==> src/rtl/pipeline_stage_buf.sv <==
// Elastic pipeline stage: registered output plus a DEPTH-entry FIFO skid buffer,
// with flush propagation, occupancy-driven backpressure and sticky overflow.
module pipeline_stage_buf #(
  parameter int WIDTH = 32,
  parameter int DEPTH = 4,
  parameter int SKID  = 1,
  parameter int CW    = $clog2(DEPTH + 1)
) (
  input  logic             clk,
  input  logic             reset,
  input  logic             in_flush,
  input  logic [WIDTH-1:0] in_data,
  input  logic             in_valid,
  input  logic             in_stall,
  output logic [WIDTH-1:0] out_data,
  output logic             out_valid,
  output logic             out_flush,
  output logic             out_stall,
  output logic [CW-1:0]    occupancy,
  output logic             overflow
);

  localparam int PW = (DEPTH > 1) ? $clog2(DEPTH) : 1;
  localparam logic [CW-1:0] FULL_LVL  = CW'(DEPTH);
  localparam logic [CW-1:0] STALL_LVL = CW'(DEPTH - SKID);
  localparam logic [PW-1:0] LAST_IDX  = PW'(DEPTH - 1);

  logic [WIDTH-1:0] mem [DEPTH];
  logic [PW-1:0]    rd_ptr;
  logic [PW-1:0]    wr_ptr;
  logic             buf_nonempty;
  logic             adv;
  logic             fire;
  logic             deq;
  logic             acc;
  logic             enq;

  // Pointers wrap explicitly so DEPTH need not be a power of two.
  function automatic logic [PW-1:0] wrap_inc(input logic [PW-1:0] p);
    return (p == LAST_IDX) ? '0 : p + 1'b1;
  endfunction

  always_comb begin
    buf_nonempty = (occupancy != '0);
    adv          = !(out_valid && in_stall);
    fire         = adv && (in_valid || buf_nonempty);
    deq          = fire && buf_nonempty;
    acc          = in_valid && ((occupancy < FULL_LVL) || deq);
    enq          = acc && (buf_nonempty || !fire);
  end

  assign out_stall = (occupancy >= STALL_LVL);

  always_ff @(posedge clk or posedge reset) begin
    if (reset) begin
      out_data  <= '0;
      out_valid <= 1'b0;
      out_flush <= 1'b0;
      occupancy <= '0;
      overflow  <= 1'b0;
      rd_ptr    <= '0;
      wr_ptr    <= '0;
    end else if (in_flush) begin
      out_data  <= '0;
      out_valid <= 1'b0;
      out_flush <= 1'b1;
      occupancy <= '0;
      rd_ptr    <= '0;
      wr_ptr    <= '0;
    end else begin
      out_flush <= 1'b0;
      if (adv) begin
        out_valid <= fire;
      end
      // Buffered beats always leave before the bypass path to keep ordering.
      if (fire) begin
        out_data <= buf_nonempty ? mem[rd_ptr] : in_data;
      end
      if (deq) begin
        rd_ptr <= wrap_inc(rd_ptr);
      end
      if (enq) begin
        wr_ptr <= wrap_inc(wr_ptr);
      end
      if (enq && !deq) begin
        occupancy <= occupancy + 1'b1;
      end else if (deq && !enq) begin
        occupancy <= occupancy - 1'b1;
      end
      if (in_valid && !acc) begin
        overflow <= 1'b1;
      end
    end
  end

  always_ff @(posedge clk) begin
    if (enq && !in_flush) begin
      mem[wr_ptr] <= in_data;
    end
  end

endmodule

==> config.mk <==
export PLATFORM = sky130hd
export DESIGN_NAME = pipeline_stage_buf
export DESIGN_NICKNAME = d
export VERILOG_FILES = /design/src/rtl/pipeline_stage_buf.sv
export SDC_FILE = /design/constraint.sdc
export NUM_CORES = 1
export LEC_CHECK = 0
export CORE_MARGIN = 3
export CORE_UTILIZATION = 45
export CTS_CLUSTER_SIZE = 8
export DETAILED_ROUTE_END_ITERATION = 12
export PLACE_DENSITY = 0.76
export SYNTH_ARGS = -nofsm -noshare
export SYNTH_HDL_FRONTEND = slang
export SYNTH_SLANG_ARGS = --single-unit
==> constraint.sdc <==
create_clock -name clk -period 2.4 [get_ports clk]
set_clock_uncertainty 0.1 [all_clocks]
set_input_delay 0.36 -clock clk [delete_from_list [all_inputs] [get_ports clk]]
set_output_delay 0.36 -clock clk [all_outputs]
set_load 0.05 [all_outputs]
-- Word level (Yosys, flattened, before mapping)
Memories as Yosys holds them, arrays and structs flattened.
Cells that the tools add are included.
- equality and inequality tests: 3
- reduce and logical (&&, ||, !) cells: 24
- multiplexer cells: 17
- bitwise operators: 1
- magnitude comparators: 2
- add/sub/neg operators: 4
- operator list (kind ; number):
    $mux W32 ; 3
    $mux W2 ; 6
    $logic_and A1 B1 Y1 ; 9
    $mux W3 ; 3
    $logic_not A1 Y1 ; 6
    $reduce_bool A2 Y1 ; 3
    $reduce_bool A3 Y1 ; 2
    $mux W1 ; 5
    $add A2 B1 Y2 const B ; 2
    $eq A2 B2 Y1 const B ; 2
    $add A3 B1 Y3 const B ; 1
    $ge A3 B2 Y1 const B ; 1
    $logic_or A1 B1 Y1 ; 3
    $lt A3 B3 Y1 const B ; 1
    $sub A3 B1 Y3 const B ; 1
    $ne A2 B2 Y1 const B ; 1
    $reduce_and A2 Y1 ; 1
    $not A1 Y1 ; 1
- memories: 1
- bits in registers: 42
- output and inout port bits: 39
- bits of input ports: 37
- memory bits (writable): 128
- memories (memory ; depth ; width ; read ports ; clocked after Yosys merged registers in ; wr ports ; RTL line ; RTL):
    mem ; 4 ; 32 ; 1 ; 0 ; 1 ; 28 ; logic [WIDTH-1:0] mem [DEPTH];

-- Longest topological paths before layout
Gate-level depths: netlist of the first run.
- depth after elaboration: 12
- depth in mapped cells: 7
- gate-level depth less buffers: 5

-- Worst setup path after synthesis of the first run
Ideal clock, no wire load.
- path type: register -> register
- start: register out_valid
- end: memory mem[2][0], enable pin
- arrival time: 2.142 ns
- stages on the path, launching flop included: 4
- path slack: -0.234 ns
- cells stage by stage: dfrtp_1 > nand2_1 > a211oi_1 > and2_1
- word-level cells in the longest chain between the ends: 10
- ends and longest elaborated chain (element ; RTL line ; RTL):
    start: declaration ; 16 ; output logic out_valid,
    start signal: assignment ; 73 ; out_valid <= fire;
    $logic_and A1 B1 Y1 (*) ; 45 ; adv = !(out_valid && in_stall);
    $logic_not A1 Y1 (*) ; 45 ;
    $logic_and A1 B1 Y1 (*) ; 46 ; fire = adv && (in_valid || buf_nonempty);
    $logic_and A1 B1 Y1 ; 47 ; deq = fire && buf_nonempty;
    $logic_or A1 B1 Y1 ; 48 ; acc = in_valid && ((occupancy < FULL_LVL) || deq);
    $logic_and A1 B1 Y1 ; 48 ;
    $logic_and A1 B1 Y1 (*) ; 49 ; enq = acc && (buf_nonempty || !fire);
    $logic_and A1 B1 Y1 (*) ; 97 ; if (enq && !in_flush) begin
    $mux W1 (*) ; 97 ;
    $mux W1 (not written as such) (*) ; 98 ; mem[wr_ptr] <= in_data;
    end: declaration ; 28 ;
Mark *: on every way between the ends. The rest lies on a longest branch, timed or not.

-- Final worst setup path of the first run
- start: register occupancy[2]
- end: output occupancy[2]
- RTL lines (element ; RTL line ; RTL):
    start: declaration ; 19 ; output logic [CW-1:0] occupancy,
    start signal: assignment ; 86 ; occupancy <= occupancy + 1'b1;
    start signal: assignment ; 88 ; occupancy <= occupancy - 1'b1;
No word-level cell between the ends.

==> results of run 1 <==
[synthesized netlist by cell type, types with 2 or more instances]
cell,number,share of area [%]
edfxtp_1,128,55
nand2_1,65,3.5
dfrtp_1,42,15
a21oi_1,36,2.6
mux4_2,32,10
a311oi_2,30,6.4
clkbuf_1,22,1.2
nor2_1,7,0.37
buf_6,6,0.96
inv_1,6,0.32
and2_1,5,0.44
buf_2,4,0.28
ha_1,4,0.71
mux2_2,4,0.64
nand2b_1,3,0.27
nand3_1,3,0.21
o21ai_0,3,0.21
a311oi_1,2,0.25
nor2b_1,2,0.18
or3_1,2,0.18
[state kept, by name, summed over array words and instances, names as in the netlist]
signal	flops
occupancy	3
out_data	32
overflow	1
wr_ptr	2
mem	128
rd_ptr	2
out_flush	1
out_valid	1
[kinds of logic (layout without fill, tap and decap cells)]
group / after synthesis / in the layout
flip-flops: 170 / 170
AND/OR/NAND/NOR: 93 / 93
AO/OA/AOI/OAI: 76 / 76
multiplexers: 37 / 37
buffers and inverters: 38 / 139
adder cells (fa/ha/maj): 5 / 5
[layer usage]
metal | part of all wire [%] | up-vias | GRT usage (%)
li1 | - | 1810 | -
met1 | 42 | 2150 | 24.5
met2 | 50 | 154 | 30.6
met3 | 5.8 | 29 | 4.02
met4 | 2.3 | 0 | 7.29
met5 | 0 | - | 0
[final cells by class]
type	instances	area, sq um	share of cell area, %
clock inverter	3	17.5	0.201
sequential	170	4900	56.2
clock buffer	29	500	5.75
inverter	6	22.5	0.259
tap	211	264	3.03
multi-input combinational	211	1970	22.7
timing repair buffer	101	1030	11.8
[final timing paths]
check	end	cells past startpoint	slack, ns
worst min-delay path	out_data[2]	2	0.12
worst max-delay path	occupancy[2]	1	0.09
worst min register to register	overflow	1	0.38
worst max register to register	out_data[10]	4	0.35
min in group clk	overflow	3	0.23
max in group asynchronous	out_data[4]	3	1.56
[power by group]
| group | switching, W | total, W | internal [W] |
|---|---|---|---|
| registers | 0.000327 | 0.00395 | 0.00362 |
| logic | 0.00285 | 0.00457 | 0.00172 |
| clock network | 0.00101 | 0.00241 | 0.00140 |
| total | 0.00419 | 0.0109 | 0.00674 |
[repair_timing]
item / 4_1_cts / 5_1_grt
gates resized for setup: 0 / 1
hold buffers: 0 / 0
setup endpoints to repair: 0 / 1
[stage by stage]
stage | cells | util [%] | total power [W]
2_1_floorplan | 419 | - | 0.00717
3_3_place_gp | 699 | 53.6 | 0.00847
3_5_place_dp | 699 | 53.6 | 0.00859
4_1_cts | 731 | 57.0 | 0.0110
5_1_grt | 731 | 57.0 | 0.0114
6_report | 731 | 57.0 | 0.0109
==> impl_results.md, run 1 <==
- Status: finished, final reports clean
- Post-synth EDFFs: 128
- # setup viols final: 0
- Min cycle time layout: 2.31 ns
- Die footprint: 17200 sq um
- Core area: 15300 sq um
- Final net count: 549
- Pwr Density: 1260 nW/um^2
- Wire per inst: 21.2 microns
- Distinct cells, synth: 33
- Largest net degree at the start of global routing: 47
- CP endpoint kind: output port
- CTS max path bufs: 2
- I/O Buffers: 75
- Die Span Y: 131 microns
- Cts bufs inserted: 17
- Critical Path AT: 1.85 ns
- Crit. Startpoint: occupancy[2]
- Clock Tree Root: clkbuf_16
- CTS tree: built
- Initial antenna violation count: 0
- Most frequent cells in the layout: edfxtp_1 (128), clkdlybuf4s50_1 (73), nand2_1 (65), dfrtp_1 (41), a21oi_1 (36)
- CTS sink count: 170
- Peak Freq: 432 MHz
- Critical-path cell list: clkdlybuf4s50_1
- Detail Route Antenna Nets: 0
- Mapped Avg Cell Area: 16.8 sq um
- Slew Viols, Final: 0
- Hold crit path type: in -> async
- Fraction of layout cells with a size suffix above 1: 24.0%
- CP max stage cell: clkdlybuf4s50_1
- DRC Markers: 0
- Ant. Diodes: 0
- Die Wd: 131 microns
- Kind of critical path: reg -> out
- Compound-Gate Fraction of Synth Area: 9.96%
- Static leakage: 3.02 nW
- Ys flop type: edfxtp_1
- Synth-to-Final Area Change: 23.5%
- Critical Path RT: 1.94 ns
- Synth Instances: 419
- GPL Wtd Cong: 0.797
- Post-route cell area: 8700 sq um
- Mux contribution to synthesized area: 11.0%
- Worst VDD drop: 0.663 mV
- Cell Area, Synth: 7050 sq um
- Dpl ws: -0.0650 ns
- I/O pin count: 76
- Iter 0 DRT Violations: 291
- Reg-to-reg startpoint: out_valid
- Setup ws final: 0.0873 ns
- Main combinational cell family by area after synthesis: multiplexers
- Via count: 4143
- Final hold viol count: 0
- Asr flop ratio synth: 24.7%
- Relative slew slack: 52.4%
- H-tree Lvls: 4
- Crit path max fanout: 11
- Starting Density: 46.2%
- Family with the most delay on the worst path: buffers and inverters
- Worst-Margin Slew: 0.714 ns
- Synth Warn #: 0
- Sequential element share of the synthesized area: 69.4%
- First-pass GRT wire length: 24.5 mm
- Fillers: 1174
- RSZ-0062 raised after global routing: false
- Clock Pin Slew Worst Setup and Hold Paths: 0.06 ns
- Number of max-cap violations: 0
- Seq cells post-synth: 170
- Post-Route WL: 15.5 mm
- Hold Slack: 0.118 ns
- Peak per-stage delay on the critical path: 0.88 ns
- Total track usage: 18.6%
- Routed vias/inst: 5.67
- Post-DP Area: 8180 sq um
- Synth Net Count: 461
- Final worst-path cycle share: 96.4%
- Worst Path Buf+Inv: 1
- Pre-Repair DR Iteration Count: 4
- Worst setup SP type: flop
- Setup TNS Final: 0 ns
- Later-pin clock latency in the skew report: 0.42 ns
- Simple-Gate Fraction of Synth Area: 5.88%
- Synth Area in XOR/XNOR: 0%
- DPL Wire Length: 9.86 mm
- Vias in the first global route: 4400
- Synth Area in Adders: 0.994%
- Setup bufs post-CTS: 0
- Most common cell after layout, fill and taps aside: edfxtp_1
- GRT Residual Overflow: 0
- FP Rows: 45
(Power assumes the default switching activity.)
==> run 2, diff against run 1 <==
SLEW_MARGIN = 20   (was unset)
==> results of run 2 <==
Same layout as run 1: the final DEF is identical, and so are final timing and power.
==> run 3, diff against run 2 <==
CORE_MARGIN = 4   (was 3)
==> impl_results.md, run 3 (synthesized netlist as in run 1, its figures left out) <==
- Status: finished, final reports clean
- Min cycle time layout: 2.32 ns
- Crit path max fanout: 11
- Fraction of layout cells with a size suffix above 1: 24.0%
- Slew Viols, Final: 0
- DPL Wire Length: 9.60 mm
- CTS tree: built
- Hold crit path type: in -> async
- Final hold viol count: 0
- Sw frac: 36.9%
- Final net count: 541
- Critical-path cell list: clkdlybuf4s50_1
- GRT Residual Overflow: 0
- Pre-Repair DR Iteration Count: 5
- Peak per-stage delay on the critical path: 0.88 ns
- Critical Path RT: 1.94 ns
- CTS sink count: 170
- Internal cell power: 0.00727 W
- Pwr Density: 1310 nW/um^2
- Most frequent cells in the layout: edfxtp_1 (128), clkdlybuf4s50_1 (73), nand2_1 (65), dfrtp_1 (40), a21oi_1 (36)
- Number of max-cap violations: 0
- H-tree Lvls: 4
- CP max stage cell: clkdlybuf4s50_1
- Combinational group share of total power: 39.5%
- I/O pin count: 76
- Vias in the first global route: 4410
- Final non-filler cell total: 723
- Placed Instances: 691
- Ant. Diodes: 0
- Worst Path Buf+Inv: 1
- Sw power: 0.00425 W
- First-pass GRT wire length: 24.8 mm
- I/O Buffers: 75
- Most common cell after layout, fill and taps aside: edfxtp_1
- Cts bufs inserted: 17
- Setup bufs post-CTS: 0
- Clock power frac: 26.3%
- Hold Slack: 0.186 ns
- Die footprint: 17700 sq um
- Max reg flops: 128
- Largest registers: mem x128, out_data x32, occupancy x3
- Peak Freq: 432 MHz
- # setup viols final: 0
- Synth-to-Final Area Change: 25.2%
- Routed vias/inst: 5.58
- RSZ-0062 raised after global routing: false
- Family with the most delay on the worst path: buffers and inverters
- Critical Path AT: 1.86 ns
- Die Wd: 133 microns
- Clock Tree Root: clkbuf_16
- DRC Markers: 0
- Power Total: 0.0115 W
- Detail Route Antenna Nets: 0
- Initial antenna violation count: 0
- FP Rows: 45
- Final worst-path cycle share: 96.5%
- Largest Register: mem
- Core area: 15300 sq um
- CP endpoint kind: output port
- GPL Wtd Cong: 0.778
- Total track usage: 18.5%
- Clock Pin Slew Worst Setup and Hold Paths: 0.06 ns
- Post-route cell area: 8820 sq um
- Worst setup SP type: flop
- Wire per inst: 21.6 microns
- Worst VDD drop: 0.764 mV
- Largest net degree at the start of global routing: 47
- Kind of critical path: reg -> out
- Worst-Margin Slew: 0.846 ns
- CTS max path bufs: 2
- Starting Density: 46.2%
- Die Span Y: 133 microns
- Iter 0 DRT Violations: 352
- Via count: 4036
- Static leakage: 3.05 nW
- Post-DP Area: 8160 sq um
- Later-pin clock latency in the skew report: 0.43 ns
- Relative slew slack: 43.6%
- Post-Route WL: 15.6 mm
- Reg power frac: 34.2%
run 3: cell types whose count changed in the layout (fill, tap and decap cells not counted), sizes merged:
cell,delta
buf,-8
clkinv,+2
clkinvlp,+2
bufinv,+6
clkbuf,-10
run 3: worst paths after layout:
path / start / endpoint / slack (ns) / cells after the start
worst max-delay path: occupancy[2] / occupancy[2] / 0.08 / 1
worst min-delay path: reset / out_valid / 0.19 / 2
worst max register to register: out_valid / out_data[20] / 0.30 / 4
worst min register to register: overflow / overflow / 0.39 / 1
max in group asynchronous: reset / rd_ptr[1] / 1.49 / 3
min in group clk: in_flush / overflow / 0.24 / 3
run 3: per-stage QoR:
step	setup TNS, ns	util, %	worst slack [ns]
after floorplan	0	-	0.0932
after global placement	-0.338	53.5	-0.0141
after detailed placement	-2.67	53.5	-0.105
after CTS	0	57.8	0.0278
after global routing	0	57.8	0.0125
final	0	57.8	0.0834
run 3: timing repair:
action | in CTS | in global routing
setup endpoints to repair | 0 | 1
hold buffers | 0 | 0
gates resized for setup | 0 | 1
run 3: cell type report:
type / count / area, sq um
clock buffer: 19 / 433
clock inverter: 13 / 224
fill: 1169 / 6440
inverter: 6 / 22.5
multi-input combinational: 211 / 1970
sequential: 170 / 4900
tap: 211 / 264
timing repair buffer: 93 / 1010
run 3: routing by layer:
layer | GRT usage [%] | vias to the layer above | share of wire, %
li1 | - | 1793 | -
met1 | 23.2 | 2073 | 40
met2 | 31.5 | 150 | 53
met3 | 4.76 | 20 | 5.9
met4 | 6.51 | 0 | 1.5
met5 | 0 | - | 0
run 3: power by group through the flow:
| stage | clock network [W] | registers, W | logic [W] |
|---|---|---|---|
| 6_report | 0.00303 | 0.00394 | 0.00455 |
| 3_5_place_dp | 0 | 0.00399 | 0.00457 |
| 2_1_floorplan | 0 | 0.00482 | 0.00235 |
| 3_3_place_gp | 0 | 0.00398 | 0.00449 |
| 5_1_grt | 0.00321 | 0.00399 | 0.00485 |
| 4_1_cts | 0.00309 | 0.00394 | 0.00460 |
